--- config.mk ---
export PLATFORM = sky130hd
export DESIGN_NAME = velocity_mem_sweep_ctrl
export DESIGN_NICKNAME = d
export VERILOG_FILES = /design/src/rtl/velocity_ctrl_pkg.sv /design/src/rtl/velocity_mem_sweep_ctrl_rd_latency_pipe.sv /design/src/rtl/velocity_mem_sweep_ctrl.sv
export SDC_FILE = /design/constraint.sdc
export NUM_CORES = 1
export LEC_CHECK = 0
export ABC_AREA = 1
export BUFFER_PORTS_ARGS = -buffer_cell sky130_fd_sc_hd__buf_2
export CAP_MARGIN = 5
export CORE_AREA = 2 2 166 168
export DETAILED_ROUTE_END_ITERATION = 16
export DIE_AREA = 0 0 168 170
export HOLD_SLACK_MARGIN = 0.06
export PLACE_DENSITY = 0.6
export SLEW_MARGIN = 10
export SYNTH_ARGS = -nofsm -noshare
export SYNTH_HDL_FRONTEND = slang
export SYNTH_SLANG_ARGS = --single-unit
--- constraint.sdc ---
create_clock -name clk -period 4.4 [get_ports clk]
set_input_delay 0 -clock clk [delete_from_list [all_inputs] [get_ports clk]]
set_output_delay 0 -clock clk [all_outputs]
set_load 0.01 [all_outputs]
--- src/rtl/velocity_ctrl_pkg.sv ---
// Shared types and constants for the per-cell velocity memory sweep controller.
package velocity_ctrl_pkg;

    typedef enum logic [2:0] {
        ST_IDLE,
        ST_RD_CNT,
        ST_WAIT_CNT,
        ST_STREAM,
        ST_DRAIN,
        ST_DONE
    } state_t;

    localparam int VEL_COMP_WIDTH = 32;
    localparam int COUNT_ADDR     = 0;

endpackage

--- src/rtl/velocity_mem_sweep_ctrl_rd_latency_pipe.sv ---
// Tracks in-flight RAM reads so returning data can be tagged with its address.
module rd_latency_pipe #(
    parameter int ADDR_WIDTH = 8,
    parameter int RD_LATENCY = 2
) (
    input  logic                  clk,
    input  logic                  rst,
    input  logic                  i_valid,
    input  logic [ADDR_WIDTH-1:0] i_addr,
    input  logic                  i_is_cnt,
    output logic                  o_valid,
    output logic [ADDR_WIDTH-1:0] o_addr,
    output logic                  o_is_cnt,
    output logic                  o_busy
);

    logic [RD_LATENCY-1:0] r_valid;
    logic [RD_LATENCY-1:0] r_is_cnt;
    logic [ADDR_WIDTH-1:0] r_addr [RD_LATENCY];

    always_ff @(posedge clk or posedge rst) begin
        if (rst) begin
            r_valid  <= '0;
            r_is_cnt <= '0;
            for (int i = 0; i < RD_LATENCY; i++) begin
                r_addr[i] <= '0;
            end
        end else begin
            r_valid[0]  <= i_valid;
            r_is_cnt[0] <= i_is_cnt;
            r_addr[0]   <= i_addr;
            for (int i = 1; i < RD_LATENCY; i++) begin
                r_valid[i]  <= r_valid[i-1];
                r_is_cnt[i] <= r_is_cnt[i-1];
                r_addr[i]   <= r_addr[i-1];
            end
        end
    end

    assign o_valid  = r_valid[RD_LATENCY-1];
    assign o_is_cnt = r_is_cnt[RD_LATENCY-1];
    assign o_addr   = r_addr[RD_LATENCY-1];
    assign o_busy   = |r_valid;

endmodule

--- src/rtl/velocity_mem_sweep_ctrl.sv ---
// Per-cell velocity RAM sequencer: count read, ascending stream sweep,
// and write-back arbitration on the single RAM port.
module velocity_mem_sweep_ctrl
    import velocity_ctrl_pkg::*;
#(
    parameter int DATA_WIDTH   = 3 * VEL_COMP_WIDTH,
    parameter int PARTICLE_NUM = 220,
    parameter int ADDR_WIDTH   = 8,
    parameter int RD_LATENCY   = 2
) (
    input  logic                  clk,
    input  logic                  rst,
    input  logic                  start,
    output logic                  busy,
    output logic                  done,
    output logic [ADDR_WIDTH-1:0] particle_count,
    input  logic                  wb_valid,
    input  logic [ADDR_WIDTH-1:0] wb_addr,
    input  logic [DATA_WIDTH-1:0] wb_data,
    output logic                  wb_err,
    output logic [ADDR_WIDTH-1:0] mem_addr,
    output logic                  mem_rden,
    output logic                  mem_wren,
    output logic [DATA_WIDTH-1:0] mem_data,
    input  logic [DATA_WIDTH-1:0] mem_q,
    output logic                  out_valid,
    output logic [ADDR_WIDTH-1:0] out_addr,
    output logic [DATA_WIDTH-1:0] out_vel
);

    localparam logic [ADDR_WIDTH-1:0] LP_MAX_ADDR = ADDR_WIDTH'(PARTICLE_NUM - 1);
    localparam logic [ADDR_WIDTH-1:0] LP_CNT_ADDR = ADDR_WIDTH'(COUNT_ADDR);

    state_t                r_state;
    state_t                w_state_nxt;
    logic [ADDR_WIDTH-1:0] r_rd_ptr;
    logic [ADDR_WIDTH-1:0] w_rd_ptr_nxt;
    logic [ADDR_WIDTH-1:0] r_count;
    logic [ADDR_WIDTH-1:0] w_count_nxt;
    logic                  r_wb_err;
    logic [ADDR_WIDTH-1:0] r_mem_addr;
    logic                  r_mem_rden;
    logic                  r_mem_wren;
    logic [DATA_WIDTH-1:0] r_mem_data;
    logic                  r_rd_is_cnt;

    logic                  w_wb_legal;
    logic                  w_wb_illegal;
    logic                  w_port_free;
    logic                  w_rd_issue;
    logic                  w_rd_is_cnt;
    logic [ADDR_WIDTH-1:0] w_rd_addr;
    logic [ADDR_WIDTH-1:0] w_cnt_raw;
    logic [ADDR_WIDTH-1:0] w_cnt_clamp;
    logic                  w_pipe_valid;
    logic [ADDR_WIDTH-1:0] w_pipe_addr;
    logic                  w_pipe_is_cnt;
    logic                  w_pipe_busy;

    assign w_wb_legal   = wb_valid && (wb_addr != '0) && (wb_addr <= LP_MAX_ADDR);
    assign w_wb_illegal = wb_valid && !w_wb_legal;
    assign w_port_free  = !w_wb_legal;

    assign w_cnt_raw   = mem_q[ADDR_WIDTH-1:0];
    assign w_cnt_clamp = (w_cnt_raw > LP_MAX_ADDR) ? LP_MAX_ADDR : w_cnt_raw;

    always_comb begin
        w_state_nxt  = r_state;
        w_rd_ptr_nxt = r_rd_ptr;
        w_count_nxt  = r_count;
        w_rd_issue   = 1'b0;
        w_rd_is_cnt  = 1'b0;
        w_rd_addr    = r_rd_ptr;
        unique case (r_state)
            ST_IDLE: begin
                if (start) w_state_nxt = ST_RD_CNT;
            end
            ST_RD_CNT: begin
                if (w_port_free) begin
                    w_rd_issue  = 1'b1;
                    w_rd_is_cnt = 1'b1;
                    w_rd_addr   = LP_CNT_ADDR;
                    w_state_nxt = ST_WAIT_CNT;
                end
            end
            ST_WAIT_CNT: begin
                if (w_pipe_valid && w_pipe_is_cnt) begin
                    w_count_nxt = w_cnt_clamp;
                    if (w_cnt_clamp == '0) begin
                        w_state_nxt = ST_DONE;
                    end else begin
                        w_rd_ptr_nxt = ADDR_WIDTH'(1);
                        w_state_nxt  = ST_STREAM;
                    end
                end
            end
            ST_STREAM: begin
                if (w_port_free) begin
                    w_rd_issue = 1'b1;
                    if (r_rd_ptr == r_count) begin
                        w_state_nxt = ST_DRAIN;
                    end else begin
                        w_rd_ptr_nxt = r_rd_ptr + ADDR_WIDTH'(1);
                    end
                end
            end
            // The registered request counts as in flight until it enters the pipe.
            ST_DRAIN: begin
                if (!r_mem_rden && !w_pipe_busy) w_state_nxt = ST_DONE;
            end
            ST_DONE: begin
                w_state_nxt = ST_IDLE;
            end
            default: begin
                w_state_nxt = ST_IDLE;
            end
        endcase
    end

    always_ff @(posedge clk or posedge rst) begin
        if (rst) begin
            r_state  <= ST_IDLE;
            r_rd_ptr <= '0;
            r_count  <= '0;
            r_wb_err <= 1'b0;
        end else begin
            r_state  <= w_state_nxt;
            r_rd_ptr <= w_rd_ptr_nxt;
            r_count  <= w_count_nxt;
            if (w_wb_illegal) r_wb_err <= 1'b1;
        end
    end

    always_ff @(posedge clk or posedge rst) begin
        if (rst) begin
            r_mem_addr  <= '0;
            r_mem_rden  <= 1'b0;
            r_mem_wren  <= 1'b0;
            r_mem_data  <= '0;
            r_rd_is_cnt <= 1'b0;
        end else begin
            r_mem_wren  <= w_wb_legal;
            r_mem_rden  <= w_rd_issue;
            r_rd_is_cnt <= w_rd_is_cnt;
            if (w_wb_legal) begin
                r_mem_addr <= wb_addr;
                r_mem_data <= wb_data;
            end else if (w_rd_issue) begin
                r_mem_addr <= w_rd_addr;
            end
        end
    end

    rd_latency_pipe #(
        .ADDR_WIDTH (ADDR_WIDTH),
        .RD_LATENCY (RD_LATENCY)
    ) u_pipe (
        .clk      (clk),
        .rst      (rst),
        .i_valid  (r_mem_rden),
        .i_addr   (r_mem_addr),
        .i_is_cnt (r_rd_is_cnt),
        .o_valid  (w_pipe_valid),
        .o_addr   (w_pipe_addr),
        .o_is_cnt (w_pipe_is_cnt),
        .o_busy   (w_pipe_busy)
    );

    assign busy           = (r_state != ST_IDLE);
    assign done           = (r_state == ST_DONE);
    assign particle_count = r_count;
    assign wb_err         = r_wb_err;
    assign mem_addr       = r_mem_addr;
    assign mem_rden       = r_mem_rden;
    assign mem_wren       = r_mem_wren;
    assign mem_data       = r_mem_data;
    assign out_valid      = w_pipe_valid && !w_pipe_is_cnt;
    assign out_addr       = out_valid ? w_pipe_addr : '0;
    assign out_vel        = out_valid ? mem_q : '0;

endmodule

==> flow_metrics.tcl, run 1 <==
set metrics [dict create \
    fin_setup_tns_ns 0 \
    rsz0062_at_grt "no" \
    grt_pass1_wl_um 38500 \
    yosysMostFrequentCell "nand2_1" \
    syn-num-nets 1101 \
    max-vdd-ir-drop_mv 0.198 \
    syn-cell-area_um2 6870 \
    synth_top_cell_by_area "dfrtp_1" \
    ys_async_sr_fraction_pct 100 \
    cts_tree "done" \
    fin_worst_skew_ns 0.00984 \
    drive_above_1_share_pct 34.5 \
    hold_viol_final 0 \
    cts_buffers 17 \
    fin_nets 1628 \
    die_height_um 170 \
    slew_violations 0 \
    grt.total_usage_pct 17.3 \
    synthTopCellsByArea "dfrtp_1, nand2_1, inv_1" \
    htreeDepth 4 \
    start_util_pct 25.8 \
    critPathKind "in2reg" \
    die_w_um 168 \
    vias 7462 \
    power_switching_w 0.00188 \
    postCtsSetupRepairBufs 0 \
    syn_to_final_growth_pct 59.9 \
    cts_buffer_depth 2 \
    ctsHoldBuffers 115 \
    post_drt_wl_per_cell_um 14.5 \
    met2_usage_pct 30.1 \
    setup_violations 0 \
    ys_types 37 \
    cap_violations 0 \
    hpwl_um 18200 \
    fp.dieArea_um2 28600 \
    vias_per_cell 4.19 \
    clk_pin_slew_ns 0.06 \
    crit_required_ns 4.69 \
    sw_frac_of_total_pct 38.5 \
    ys_seq_area_share_pct 53.5 \
    synth.cells.most_frequent "nand2_1, dfrtp_1, inv_1" \
    combPwrFrac_pct 34.0 \
    overflow 0 \
    crit_fanout 90 \
    max_slew_margin_pct 28.4 \
    hold_depth 6 \
    finalPower_w 0.00488 \
    pin_count 426 \
    totalWireLength_um 25800 \
    fmax_mhz 389 \
    use_met1_pct 20.1 \
    drc 0 \
    portBuffers 425 \
    core_area_um2 26700 \
    regArea_um2 3680 \
    powerDensity_nw_per_um2 444 \
    globalRouteMet3Util_pct 4.67 \
    syn_area_per_cell_um2 7.67 \
    p_leak_nw 6.61 \
    first_pass_iters 4 \
    period_minus_slack_ns 2.57 \
    grt_pass1_vias 7221 \
    antenna_left 0 \
    nFillCells 2692 \
    worst_pin_slew_ns 1.07 \
    drt_iter0_markers 383 \
    cts_root_buf "clkbuf_16" \
    cts.sinks 147 \
    hp-class "in2reg" \
    yosys_warnings 0 \
    clk_latency_ns 0.42 \
    end_kind "flop" \
    multiInputGateArea_um2 2440 \
    internal_power_w 0.00300 \
    holdWs_ns 0.129 \
    power_frac_clock_pct 29.0 \
    grt_max_degree 105 \
    syn_inst 896 \
    synth_top_area_share_pct 53.5 \
    ys_ff_latch 147 \
    post_cts_resized 0 \
    r2r_cells 7 \
    period_share_pct 58.4 \
    rows 60 \
    gp_congestion 0.804 \
    cp-start-kind "primary input" \
    synth-edff-count 0 \
    crit_arrival_ns 2.86 \
    synthFlopType "dfrtp_1" \
    status "complete, no violations" \
    seqPwrFrac_pct 37.0 \
    grt-busiest-layer "met2" \
    antenna_found_initial 5 \
]
-- stage by stage --
stage / cells / setup slack, ns / cell area (µm²) / utilization (%)
floorplan: 896 / 0.449 / 6870 / -
global placement: 1630 / 2.07 / 9260 / 34.8
detailed placement: 1630 / 1.97 / 9260 / 34.8
CTS: 1777 / 1.82 / 11000 / 41.2
global route: 1780 / 1.62 / 11000 / 41.2
finish: 1782 / 1.83 / 11000 / 41.2
-- cells by family after synthesis --
family | share of synthesized area, %
xor gates and xnor gates | 1.02
DFF | 53.5
and+or+nand+nor | 31.9
AOI/OAI and AO/OA | 2.31
adders and majority gates | 0.182
buffers and inverters | 11.0
-- worst paths after layout --
kind	startpoint	endpoint	slack [ns]
max in group asynchronous	rst	r_rd_ptr[0]	3.12
worst max-delay path	wb_addr[1]	mem_addr[6]	1.83
worst max register to register	r_state[1]	particle_count[0]	2.46
worst min-delay path	start	r_state[2]	0.13
min in group asynchronous	rst	mem_data[44]	0.25
worst min register to register	u_pipe.r_addr[9]	u_pipe.o_addr[1]	0.34
-- per-layer routing --
metal,up-vias,share of wire [%]
met5,-,0.10
met4,4,3.2
met3,49,7.0
met2,322,49
met1,3408,41
li1,3679,-
-- worst max-delay path, stage by stage --
cell and delay (ns):
dlygate4sd3_1 0.57, buf_2 0.16, inv_1 0.07, nand2_1 0.06, nor2_1 0.13, nand2_2 0.12, nand3_4 0.23, buf_4 0.75
nand2_1 0.36, o22ai_1 0.21, nor2_1 0.08
-- sequential cells by signal (all words and copies together), names as in the netlist --
register	cells
mem_data	96
mem_addr	8
particle_count	8
r_rd_ptr	8
u_pipe.o_addr	8
u_pipe.r_addr	8
r_state	3
u_pipe.r_is_cnt	2
u_pipe.r_valid	2
mem_rden	1
mem_wren	1
r_rd_is_cnt	1
wb_err	1
-- cells in the final DEF (no fill, tap or decap), types with 3 or more instances in the layout --
cell / synthesis / final
a21oi_1: 4 / 4
buf_2: 21 / 425
buf_4: 3 / 5
clkbuf_16: 0 / 17
clkinv_2: 0 / 3
dfrtp_1: 147 / 147
diode_2: 0 / 5
dlygate4sd3_1: 0 / 115
inv_1: 137 / 136
inv_2: 6 / 5
inv_6: 0 / 8
inv_8: 0 / 3
nand2_1: 353 / 353
nand2_2: 10 / 10
nand2_4: 3 / 3
nand3_1: 22 / 22
nand4_1: 3 / 3
nor2_1: 128 / 128
o21ai_0: 6 / 6
o22ai_1: 6 / 6
xnor2_1: 4 / 4
xor2_1: 4 / 4
-- final cells by class --
| class | count | area share (%) |
|---|---|---|
| tap | 341 | 3.88 |
| antenna | 5 | 0.114 |
| clock buffer | 17 | 3.87 |
| clock inverter | 15 | 1.26 |
| multi-input combinational | 568 | 22.2 |
| sequential | 147 | 33.5 |
| inverter | 144 | 5.00 |
| timing repair buffer | 545 | 30.2 |
-- power groups by stage --
| stage | clock [W] | sequential [W] | combinational (W) |
|---|---|---|---|
| 2_1_floorplan | 0 | 0.00184 | 0.000879 |
| 3_3_place_gp | 0 | 0.00183 | 0.00157 |
| 3_5_place_dp | 0 | 0.00183 | 0.00159 |
| 4_1_cts | 0.00146 | 0.00181 | 0.00167 |
| 5_1_grt | 0.00152 | 0.00184 | 0.00184 |
| 6_report | 0.00141 | 0.00181 | 0.00166 |
No activity file was read; power rests on OpenSTA's default activity.
==> run 2, diff against run 1 <==
--- a/config.mk
+++ b/config.mk
@@ -8,11 +8,11 @@
 export ABC_AREA = 1
 export BUFFER_PORTS_ARGS = -buffer_cell sky130_fd_sc_hd__buf_2
 export CAP_MARGIN = 5
-export CORE_AREA = 2 2 166 168
+export CORE_AREA = 2 2 167 169
 export DETAILED_ROUTE_END_ITERATION = 16
-export DIE_AREA = 0 0 168 170
+export DIE_AREA = 0 0 169 171
 export HOLD_SLACK_MARGIN = 0.06
-export PLACE_DENSITY = 0.6
+export PLACE_DENSITY = 0.61
 export SLEW_MARGIN = 10
 export SYNTH_ARGS = -nofsm -noshare
 export SYNTH_HDL_FRONTEND = slang
==> constraint.sdc (replaced) <==
create_clock -name clk -period 2.35 [get_ports clk]
set_input_delay 0 -clock clk [delete_from_list [all_inputs] [get_ports clk]]
set_output_delay 0 -clock clk [all_outputs]
set_load 0.01 [all_outputs]
==> run 2 against run 1 <==
Compared with the run above:
- sequential power up 88%
- clock power up 100%
- wire length rose by 8.2%
==> flow_metrics.tcl, run 2 (synthesized netlist as in run 1, its figures left out) <==
set metrics [dict create \
    cts_root_buf "clkbuf_16" \
    hold_viol_final 0 \
    crit_chain "nor2_1 > clkinv_2 > buf_12 > nor2_1 > buf_2" \
    hpwl_um 20300 \
    cp-start-kind "flop" \
    hold_depth 6 \
    power_switching_w 0.00355 \
    core_area_um2 27300 \
    crit_fanout 37 \
    sw_frac_of_total_pct 37.6 \
    final_cell_mix "buf_2, nand2_1, dfrtp_1" \
    highest_layer "met5" \
    final_common_cell "buf_2" \
    seqPwrFrac_pct 36.1 \
    antenna_found_initial 4 \
    cts_buffers 17 \
    antenna_left 0 \
    crit_buf_inv 3 \
    combPwrFrac_pct 33.4 \
    period_share_pct 90.7 \
    first_pass_iters 4 \
    post_drt_wl_per_cell_um 15.6 \
    grt_max_degree 67 \
    largest_reg_flops 96 \
    antenna_cells 0 \
    route.layer.met1.wl_um 11000 \
    vias_per_cell 4.27 \
    rsz0062_at_grt "no" \
    gp_congestion 0.978 \
    r2r_start "r_state[1]" \
    pin_count 426 \
    rrSetupSlack_ns 0.31 \
    hp-class "in2reg" \
    cts_tree "done" \
    worst_pin_slew_ns 0.576 \
    powerDensity_nw_per_um2 848 \
    internal_power_w 0.00589 \
    totalWireLength_um 27900 \
    max_stage_delay_ns 0.41 \
    setup_violations 0 \
    r2r_end "particle_count[0]" \
    r2r_cells 7 \
    start_util_pct 25.1 \
    wl_met2_um 14000 \
    portBuffers 425 \
    fin_worst_skew_ns 0.00959 \
    fin_setup_tns_ns 0 \
    clk_pin_slew_ns 0.08 \
    holdWs_ns 0.155 \
    post_cts_resized 0 \
    final_cells 1791 \
    end_kind "output pin" \
    fmax_mhz 469 \
    cp_slowest_cell "clkinv_2" \
    period_minus_slack_ns 2.13 \
    p_leak_nw 6.68 \
    fp.dieArea_um2 28900 \
    cap_violations 0 \
    crit_arrival_ns 2.13 \
    grt_pass1_wl_um 40400 \
    status "complete, no violations" \
    worst_path_most_repeated_cell "nor2_1" \
    rows 61 \
    power_frac_clock_pct 30.6 \
    htreeDepth 4 \
    drive_above_1_share_pct 34.8 \
    fin_nets 1637 \
    die_w_um 169 \
    vias 7645 \
    syn_to_final_growth_pct 62.0 \
    grt.total_usage_pct 18.4 \
    die_height_um 171 \
    slew_violations 0 \
    cts.sinks 147 \
    max-vdd-ir-drop_mv 0.417 \
    drt_iter0_markers 389 \
    clk_latency_ns 0.43 \
    cp.depth 5 \
    critPathTopFamily "buffers and inverters" \
    wl_met3_um 1980 \
    max_slew_margin_pct 61.6 \
    critPathLaunch "u_pipe.r_is_cnt[1]" \
    crit_required_ns 2.35 \
    dp.cells 1643 \
    overflow 0 \
    grt_pass1_vias 7454 \
    endpoint "out_vel[78]" \
    cts_buffer_depth 2 \
    critPathKind "reg2out" \
    drc 0 \
]
==> run 2: cell types whose count changed in the layout (fill, tap and decap cells not counted), moves of 2 or more <==
cell,change
inv_6,-3
diode_2,-5
clkinvlp_4,+2
bufinv_16,+2
buf_4,+5
buf_12,+3
==> run 2: final cells by class <==
cell class                      instances  area [µm²]
Inverter                              144         548
Multi-Input combinational cell        568        2440
Clock inverter                         14         165
Timing Repair Buffer                  554        3420
Sequential cell                       147        3680
Tap cell                              346         433
Clock buffer                           18         439
Fill cell                            2723       16200
==> run 2: worst min-delay path by stage <==
stage               from          end
3_3_place_gp         rst     mem_wren
2_1_floorplan  mem_q[10]  out_vel[10]
4_1_cts            start   r_state[2]
5_1_grt            start   r_state[1]
6_report           start   r_state[2]
3_5_place_dp         rst     mem_wren
==> run 2: power groups by stage <==
| stage | logic [W] | registers [W] | clock network [W] |
|---|---|---|---|
| finish | 0.00315 | 0.00340 | 0.00288 |
| global route | 0.00350 | 0.00346 | 0.00305 |
| CTS | 0.00317 | 0.00340 | 0.00295 |
| detailed placement | 0.00300 | 0.00343 | 0 |
| global placement | 0.00297 | 0.00345 | 0 |
| floorplan | 0.00165 | 0.00345 | 0 |
==> run 2: worst reg2reg max path, stage by stage (launching register included) <==
cell and delay [ns]:
dfrtp_1 0.58, inv_4 0.09, nor3_2 0.22, inv_2 0.14
nor2_4 0.19, nor2_1 0.06, a31oi_1 0.14, dlygate4sd3_1 0.56
==> run 2: layer usage <==
| metal | vias to the layer above | GRT usage, % |
|---|---|---|
| met4 | 2 | 7.77 |
| met5 | - | 0 |
| met1 | 3573 | 21.2 |
| met3 | 53 | 4.56 |
| met2 | 336 | 32.6 |
| li1 | 3681 | - |
==> run 2: timing repair <==
item,in CTS,in global routing
endpoints found under the hold margin,260,0
hold buffers,116,0
buffers inserted,0,0
==> run 2: through the flow <==
| stage | util (%) | instance area, µm² | setup slack [ns] | power, W |
|---|---|---|---|---|
| final | 40.7 | 11100 | 0.219 | 0.00944 |
| after global routing | 40.7 | 11100 | 0.0719 | 0.0100 |
| after CTS | 40.7 | 11100 | 0.180 | 0.00953 |
| after detailed placement | 34.3 | 9370 | 0.646 | 0.00644 |
| after global placement | 34.3 | 9370 | 0.688 | 0.00642 |
| after floorplan | - | 6880 | 0.503 | 0.00510 |
